$ cat config.mk
export PLATFORM = sky130hd
export DESIGN_NAME = shift_exec_stage
export DESIGN_NICKNAME = d
export VERILOG_FILES = /design/src/rtl/shift_pkg.sv /design/src/rtl/shift_exec_stage_barrel_shifter.sv /design/src/rtl/shift_exec_stage.sv
export SDC_FILE = /design/constraint.sdc
export NUM_CORES = 1
export LEC_CHECK = 0
export ABC_AREA = 1
export CORE_UTILIZATION = 48
export DETAILED_ROUTE_END_ITERATION = 16
export HOLD_SLACK_MARGIN = 0.12
export PLACE_DENSITY = 0.78
export SETUP_SLACK_MARGIN = 0.2
export SLEW_MARGIN = 20
export SYNTH_ARGS = -nofsm -noshare
export SYNTH_HDL_FRONTEND = slang
export SYNTH_SLANG_ARGS = --single-unit
export TNS_END_PERCENT = 20
$ cat constraint.sdc
create_clock -name clk -period 1.8 [get_ports clk]
set_clock_uncertainty 0.15 [all_clocks]
set_input_delay 0.18 -clock clk [delete_from_list [all_inputs] [get_ports clk]]
set_output_delay 0.18 -clock clk [all_outputs]
set_load 0.02 [all_outputs]
$ cat src/rtl/shift_pkg.sv
// Shared shift-type encodings, funct3 codes and the stage-A payload for the shift execute stage.
package shift_pkg;

  typedef enum logic [1:0] {
    SH_SLL = 2'b00,
    SH_SRL = 2'b01,
    SH_SRA = 2'b10,
    SH_ILL = 2'b11
  } shift_type_e;

  localparam logic [2:0] F3_SLL = 3'b001;
  localparam logic [2:0] F3_SR  = 3'b101;

  typedef struct packed {
    logic [31:0] rs1;
    logic [4:0]  shamt;
    shift_type_e sh_type;
    logic [4:0]  rd;
    logic        illegal;
  } stage_a_t;

endpackage

$ cat src/rtl/shift_exec_stage_barrel_shifter.sv
// Combinational barrel shifter: logical left/right and arithmetic right; illegal type yields zero.
module BarrelShifter
  import shift_pkg::*;
#(
  parameter int unsigned XLEN = 32
) (
  input  logic [XLEN-1:0] data_in,
  input  logic [4:0]      shamt,
  input  shift_type_e     shift_type,
  output logic [XLEN-1:0] data_out
);

  always_comb begin
    data_out = '0;
    case (shift_type)
      SH_SLL:  data_out = data_in << shamt;
      SH_SRL:  data_out = data_in >> shamt;
      SH_SRA:  data_out = $unsigned($signed(data_in) >>> shamt);
      default: data_out = '0;
    endcase
  end

endmodule

$ cat src/rtl/shift_exec_stage.sv
// Two-stage shift execute stage: decode/operand register (A), barrel shifter, result register (B)
// with valid/ready backpressure, flush, illegal-encoding detection and a saturating retire counter.
module shift_exec_stage
  import shift_pkg::*;
#(
  parameter int unsigned XLEN  = 32,
  parameter int unsigned CNT_W = 16
) (
  input  logic             clk,
  input  logic             rst_n,
  input  logic             flush,
  input  logic             in_valid,
  output logic             in_ready,
  input  logic [2:0]       funct3,
  input  logic             funct7_b5,
  input  logic             is_imm,
  input  logic [XLEN-1:0]  rs1_val,
  input  logic [XLEN-1:0]  rs2_val,
  input  logic [11:0]      imm,
  input  logic [4:0]       rd,
  output logic             out_valid,
  input  logic             out_ready,
  output logic [XLEN-1:0]  out_result,
  output logic [4:0]       out_rd,
  output logic             out_illegal,
  output logic [CNT_W-1:0] op_count
);

  stage_a_t        dec;
  stage_a_t        a_pl;
  logic            a_valid;
  logic            b_valid;
  logic            a_adv;
  logic            b_adv;
  logic            in_xfer;
  logic            out_xfer;
  logic            b5;
  logic [XLEN-1:0] sh_out;

  // Register-form shift amount uses only rs2_val[4:0].
  logic unused_rs2_hi;
  assign unused_rs2_hi = ^rs2_val[XLEN-1:5];

  always_comb begin
    b5          = is_imm ? imm[10] : funct7_b5;
    dec.rs1     = rs1_val;
    dec.shamt   = is_imm ? imm[4:0] : rs2_val[4:0];
    dec.rd      = rd;
    dec.illegal = 1'b0;
    dec.sh_type = SH_ILL;
    case (funct3)
      F3_SLL: begin
        if (b5) dec.illegal = 1'b1;
        else    dec.sh_type = SH_SLL;
      end
      F3_SR:   dec.sh_type = b5 ? SH_SRA : SH_SRL;
      default: dec.illegal = 1'b1;
    endcase
    if (is_imm && (imm[11] || (imm[9:5] != '0))) dec.illegal = 1'b1;
    if (dec.illegal) dec.sh_type = SH_ILL;
  end

  assign b_adv     = !b_valid || out_ready;
  assign a_adv     = a_valid && b_adv;
  assign in_ready  = !a_valid || b_adv;
  assign in_xfer   = in_valid && in_ready;
  assign out_valid = b_valid;
  assign out_xfer  = b_valid && out_ready;

  always_ff @(posedge clk or negedge rst_n) begin
    if (!rst_n) begin
      a_valid <= 1'b0;
      a_pl    <= '0;
    end else if (flush) begin
      a_valid <= 1'b0;
    end else if (in_xfer) begin
      a_valid <= 1'b1;
      a_pl    <= dec;
    end else if (a_adv) begin
      a_valid <= 1'b0;
    end
  end

  BarrelShifter #(.XLEN(XLEN)) u_shifter (
    .data_in    (a_pl.rs1),
    .shamt      (a_pl.shamt),
    .shift_type (a_pl.sh_type),
    .data_out   (sh_out)
  );

  // Flush wins over a same-cycle output transfer, so the counter must not see it either.
  always_ff @(posedge clk or negedge rst_n) begin
    if (!rst_n) begin
      b_valid     <= 1'b0;
      out_result  <= '0;
      out_rd      <= '0;
      out_illegal <= 1'b0;
      op_count    <= '0;
    end else begin
      if (flush) begin
        b_valid <= 1'b0;
      end else if (a_adv) begin
        b_valid     <= 1'b1;
        out_result  <= a_pl.illegal ? '0 : sh_out;
        out_rd      <= a_pl.rd;
        out_illegal <= a_pl.illegal;
      end else if (out_xfer) begin
        b_valid <= 1'b0;
      end
      if (!flush && out_xfer && !out_illegal && (op_count != '1))
        op_count <= op_count + 1'b1;
    end
  end

endmodule

==> Word-level counts from Yosys, hierarchy flattened <==
Cells that the tools add are included.
{ "word_totals": {"wordCells": 58, "ff_bits": 101, "out_inout_bits": 56, "input_bits": 91} }
{ "classes": {"muxes": 17, "n_bitwise": 1, "add_sub_neg": 1, "n_eq_ne": 5, "reduce_logical": 20, "n_shift": 3} }
{ "ops": {"columns": ["operator", "count"], "rows": [
  ["$pmux 32 s3", 1],
  ["$mux 32", 1],
  ["$shl 32x5->32", 1],
  ["$shr 32x5->32", 1],
  ["$sshr 32x5->32", 1],
  ["$add 16x1->16 const B", 1],
  ["$ne 16x16->1 const B", 1],
  ["$mux 1", 9],
  ["$logic_and 1x1->1", 7],
  ["$mux 2", 3],
  ["$reduce_bool 3->1", 2],
  ["$mux 5", 1],
  ["$reduce_bool 5->1", 1],
  ["$logic_not 1->1", 4],
  ["$pmux 2 s2", 1],
  ["$reduce_and 2->1", 2],
  ["$eq 3x1->1 const B", 1],
  ["$eq 3x3->1 const B", 1],
  ["$logic_or 1x1->1", 3],
  ["$eq 2x1->1 const B", 1],
  ["$eq 2x2->1 const B", 1],
  ["$logic_not 2->1", 1],
  ["$pmux 1 s2", 1],
  ["$not 1->1", 1]
]} }

==> Longest topological paths before layout <==
{ "depth": {"ltp_word": 6, "ltp_mapped": 17, "mapped_depth_nobuf": 15} }

==> Modules after synthesis <==
Synthesis repeated with hierarchy kept, for this count alone.
{ "unflattened": {"cells_unflattened": 1283, "hier_area_um2": 7962.6} }
{ "modules_own_cells": {"columns": ["module", "area_per_inst_um2", "cells_each", "n_inst", "seq_area_each_um2"], "rows": [
  ["shift_exec_stage", 4365.4, 530, 1, 2527.4],
  ["BarrelShifter", 3597.2, 753, 1, 0.0]
]} }

==> Least setup slack after synthesis <==
No wires, ideal clock.
{ "synth_path": {"path_type": "reg-to-reg", "start": "register op_count[0]", "end": "register op_count[15]", "stages_incl_launch_ff": 12, "t_required_ns": 1.532, "synth_period_minus_slack_ns": 1.983, "n_path_buf": 0, "setup_time_ns": 0.118, "arrival_time_ns": 1.715, "setup_slack_ns": -0.183, "path_cell_list": "dfrtp_1 -> ha_1 -> nand3_1 -> nor2_1 -> nand3_1 -> nand2_1 -> nor2_4 -> nand3_1 -> nor2_1 -> nand2_1 -> nor2_1 -> nor2_1"} }
{ "synth_via": {"elab_chain_len": 2, "word_cells_on_any_way": 3, "classes_between": "add/sub: 1; eq/ne: 1; reduce/logical: 1"} }
{ "synth_lines": {"columns": ["element", "line_no", "rtl"], "rows": [
  ["start, declared", "shift_exec_stage.sv:26", "output logic [CNT_W-1:0] op_count"],
  ["start signal, assigned", "shift_exec_stage.sv:111", "op_count <= op_count + 1'b1;"],
  ["branches (longest 2 deep; another with $add 16x1->16)", null, null]
]} }
Several ways; the timed one is not identified.
A chain may end at the register's enable or synchronous reset.

==> Worst setup path after layout <==
{ "layout_path": {"start": "register a_pl[8] (netlist bit)", "end": "register out_result[6]"} }
{ "layout_via": {"elab_chain_len": 3, "word_cells_on_any_way": 5, "classes_between": "shift: 3; mux: 2"} }
{ "layout_lines": {"columns": ["element", "line_no", "rtl"], "rows": [
  ["start, declared", "shift_exec_stage.sv:30", "stage_a_t a_pl;"],
  ["start signal, assigned", "shift_exec_stage.sv:73", "a_pl <= '0;"],
  ["start signal, assigned", "shift_exec_stage.sv:78", "a_pl <= dec;"],
  ["$sshr 32x5->32 (tied with other cells)", "shift_exec_stage_barrel_shifter.sv:18", "SH_SRA: data_out = $unsigned($signed(data_in) >>> shamt);"],
  ["$pmux 32 s3 (*)", "shift_exec_stage_barrel_shifter.sv:15", "case (shift_type)"],
  ["$mux 32 (*)", "shift_exec_stage.sv:104", "out_result <= a_pl.illegal ? '0 : sh_out;"],
  ["end signal, assigned", "shift_exec_stage.sv:104", null],
  ["end, declared", "shift_exec_stage.sv:23", "output logic [XLEN-1:0] out_result,"]
]} }
Every way passes the cells marked *; elsewhere a longest branch is shown, timed or not.

==> results.sh <==
export IMPL_status="finished, violations left"
export IMPL_violations="setup timing"
export IMPL_mostFrequentLayoutCells="448 x nand2_1, 164 x nand3_1, 105 x nand2_2, 103 x buf_4, 95 x dfrtp_1"
export IMPL_final_common_cell="nand2_1"
export IMPL_rsz0062_at_grt="yes"
export IMPL_port_buffers=119
export IMPL_vias_per_cell=5.77
export IMPL_fin_crit_sh_pct=117
export IMPL_dp_cells=1595
export IMPL_dpl_cell_area_sq_um=9830
export IMPL_end_kind="flip-flop"
export IMPL_ys_seq_area_share_pct=33.4
export IMPL_syn_avg_cell_area_sq_um=6.24
export IMPL_syn_inst=1213
export IMPL_grt_max_degree=49
export IMPL_maxCapViolations=0
export IMPL_antenna_cells=0
export IMPL_period_needed_ns=2.11
export IMPL_final_cell_area_sq_um=11500
export IMPL_hold_path_class="in2async"
export IMPL_cts_tree="built"
export IMPL_grt_pass1_wl_mm=44.9
export IMPL_finalHoldViolCount=0
export IMPL_nets=1497
export IMPL_die_h_um=128
export IMPL_p_per_area_nw_per_um2=845
export IMPL_fmax_mhz=473
export IMPL_drtPass1Iterations=6
export IMPL_ios=147
export IMPL_path_clk_slew_ns=0.08
export IMPL_overflow=0
export IMPL_clockRootBuffer="clkbuf_16"
export IMPL_worst_slew_pin_slew_ns=0.472
export IMPL_setup_viol=33
export IMPL_core_area_sq_um=15300
export IMPL_initial_core_util_pct=49.4
export IMPL_cp_arrival_ns=2.21
export IMPL_drive_gt1_share_pct=30.1
export IMPL_drc=0
export IMPL_instances_no_fill=1621
export IMPL_total_leakage_power_nw=6.56
export IMPL_synth_cell_types=44
export IMPL_worstReg2RegEnd="out_result[6]"
export IMPL_ys_warn_count=0
export IMPL_async_flop_share_pct=100
export IMPL_reg2regPathDepth=10
export IMPL_setup_worst_path_class="reg2reg"
export IMPL_timing_rr_start="a_pl[8]"
export IMPL_cts_sinks=101
export IMPL_grtUsageTotal_pct=35.4
export IMPL_irDropWorstVdd_v=0.000641
export IMPL_wl_mm=30.2
export IMPL_cts_buffers=9
export IMPL_ys_flop_type="dfrtp_1"
export IMPL_crit_path_max_fanout=6
export IMPL_synth_nets=1305
export IMPL_drt_iter0_drc=1125
export IMPL_avgRoutedWirePerCell_um=18.6
export IMPL_syn_area_sq_um=7570
export IMPL_cts_buffer_depth=2
export IMPL_die_w_um=128
export IMPL_htreeDepth=3
export IMPL_syn2layout_area_growth_pct=52.2
export IMPL_reg2reg_slack_ns=-0.31
export IMPL_start_kind="flip-flop"
export IMPL_vias=9347
export IMPL_crit_required_ns=1.90
export IMPL_ant_nets=0
export IMPL_synth_edff_count=0
export IMPL_antenna_found_initial=0
export IMPL_synth_seq_cells=101
export IMPL_grt_pass1_vias=8847
export IMPL_clk_latency_ns=0.37
export IMPL_slew_violations=0
export IMPL_dp_hpwl_mm=20.5
export IMPL_rows=45
export IMPL_gp_congestion=1.06
export IMPL_die_area_sq_um=16300
export IMPL_setup_slack_ns=-0.313
export IMPL_slew_headroom_pct=68.5
export IMPL_fin_setup_tns_ns=-5.29
## layout make-up
cell class	count	area (sq um)
flip-flops and latches	101	2530
repair buffers	252	2690
repair inverters	2	41.3
well taps	211	264
clock inverters	7	91.3
inverters	39	183
clock buffers	9	225
multi-input cells	1000	5490
fillers	1155	3800
## sequential cells by signal, indices dropped and copies added (netlist names)
name,cells
a_valid,1
out_rd,5
out_result,32
out_valid,1
op_count,16
a_pl,45
out_illegal,1
## layer usage
metal / up-vias / part of all wire (%) / track usage, %
met5: - / 0 / 0
li1: 4346 / - / -
met3: 127 / 9.4 / 6.45
met1: 4320 / 39 / 45.4
met2: 554 / 47 / 56.8
met4: 0 / 5.1 / 19.0
## cell usage after synthesis, types with 5 or more instances
master	instances	area (sq um)
inv_1	30	113
inv_2	5	18.8
and2_1	8	50.1
o21ai_0	21	105
clkbuf_1	16	60.1
a31oi_1	5	31.3
a21oi_1	44	220
xnor2_1	6	52.6
xor2_1	7	61.3
nand4_1	13	81.3
buf_2	33	165
nand3_1	231	1160
buf_1	9	33.8
nor2_1	39	146
dfrtp_1	101	2530
buf_4	8	60.1
nand2_2	13	81.3
o21ai_1	22	110
nand2_1	560	2100
buf_6	5	56.3
## kinds of logic (layout without fill, tap and decap cells)
group / after synthesis / in the layout / share of synthesized area, %
muxes: 1 / 1 / 0.132
and+or+nand+nor: 879 / 879 / 49.7
buffers and inverters: 112 / 309 / 7.49
adders and majority gates: 1 / 1 / 0.165
DFF: 101 / 101 / 33.4
AOI/OAI and AO/OA: 106 / 106 / 7.61
xor gates and xnor gates: 13 / 13 / 1.50
## through the flow
stage	worst slack [ns]	total power [mW]	hold slack [ns]	utilization [%]
detailed placement	-0.238	6.50	0.00903	64.2
finish	-0.313	9.73	0.147	75.2
CTS	-0.147	8.88	0.155	68.0
global route	-0.378	10.2	0.203	75.2
global placement	-0.186	6.46	0.00668	64.2
floorplan	0.0126	4.92	-0.266	-
## report_power, final
part           internal [mW]  switching, mW
clock                   1.12           1.03
combinational           1.93           2.92
sequential              2.47          0.257
total                   5.52           4.21
## what timing repair did
action / CTS / global route
resized for setup: 72 / 277
pin swaps: 5 / 55
hold buffers: 1 / 0
setup endpoints to repair: 107 / 148
buffers inserted: 0 / 1
hold endpoints to repair: 101 / 0
gates cloned: 1 / 7
## worst max-delay path by stage
stage                     start              to  cells after the start
CTS                     a_pl[8]  out_result[31]                     13
floorplan           op_count[0]    op_count[15]                     11
finish                  a_pl[8]   out_result[6]                     10
detailed placement      a_pl[8]  out_result[29]                     13
global placement        a_pl[8]   out_result[6]                     11
global route            a_pl[8]  out_result[16]                     13
## critical path, cell delays in order, from the launching register on
cell and delay (ns):
dfrtp_2 0.45, buf_12 0.17, clkbuf_16 0.17, nand2_2 0.09, nand3_1 0.13, nand3_1 0.16
nand3_1 0.13, a21oi_2 0.26, o21ai_1 0.10, nand2_1 0.12, nand2_1 0.05
Power figures use the tool's default switching activity.
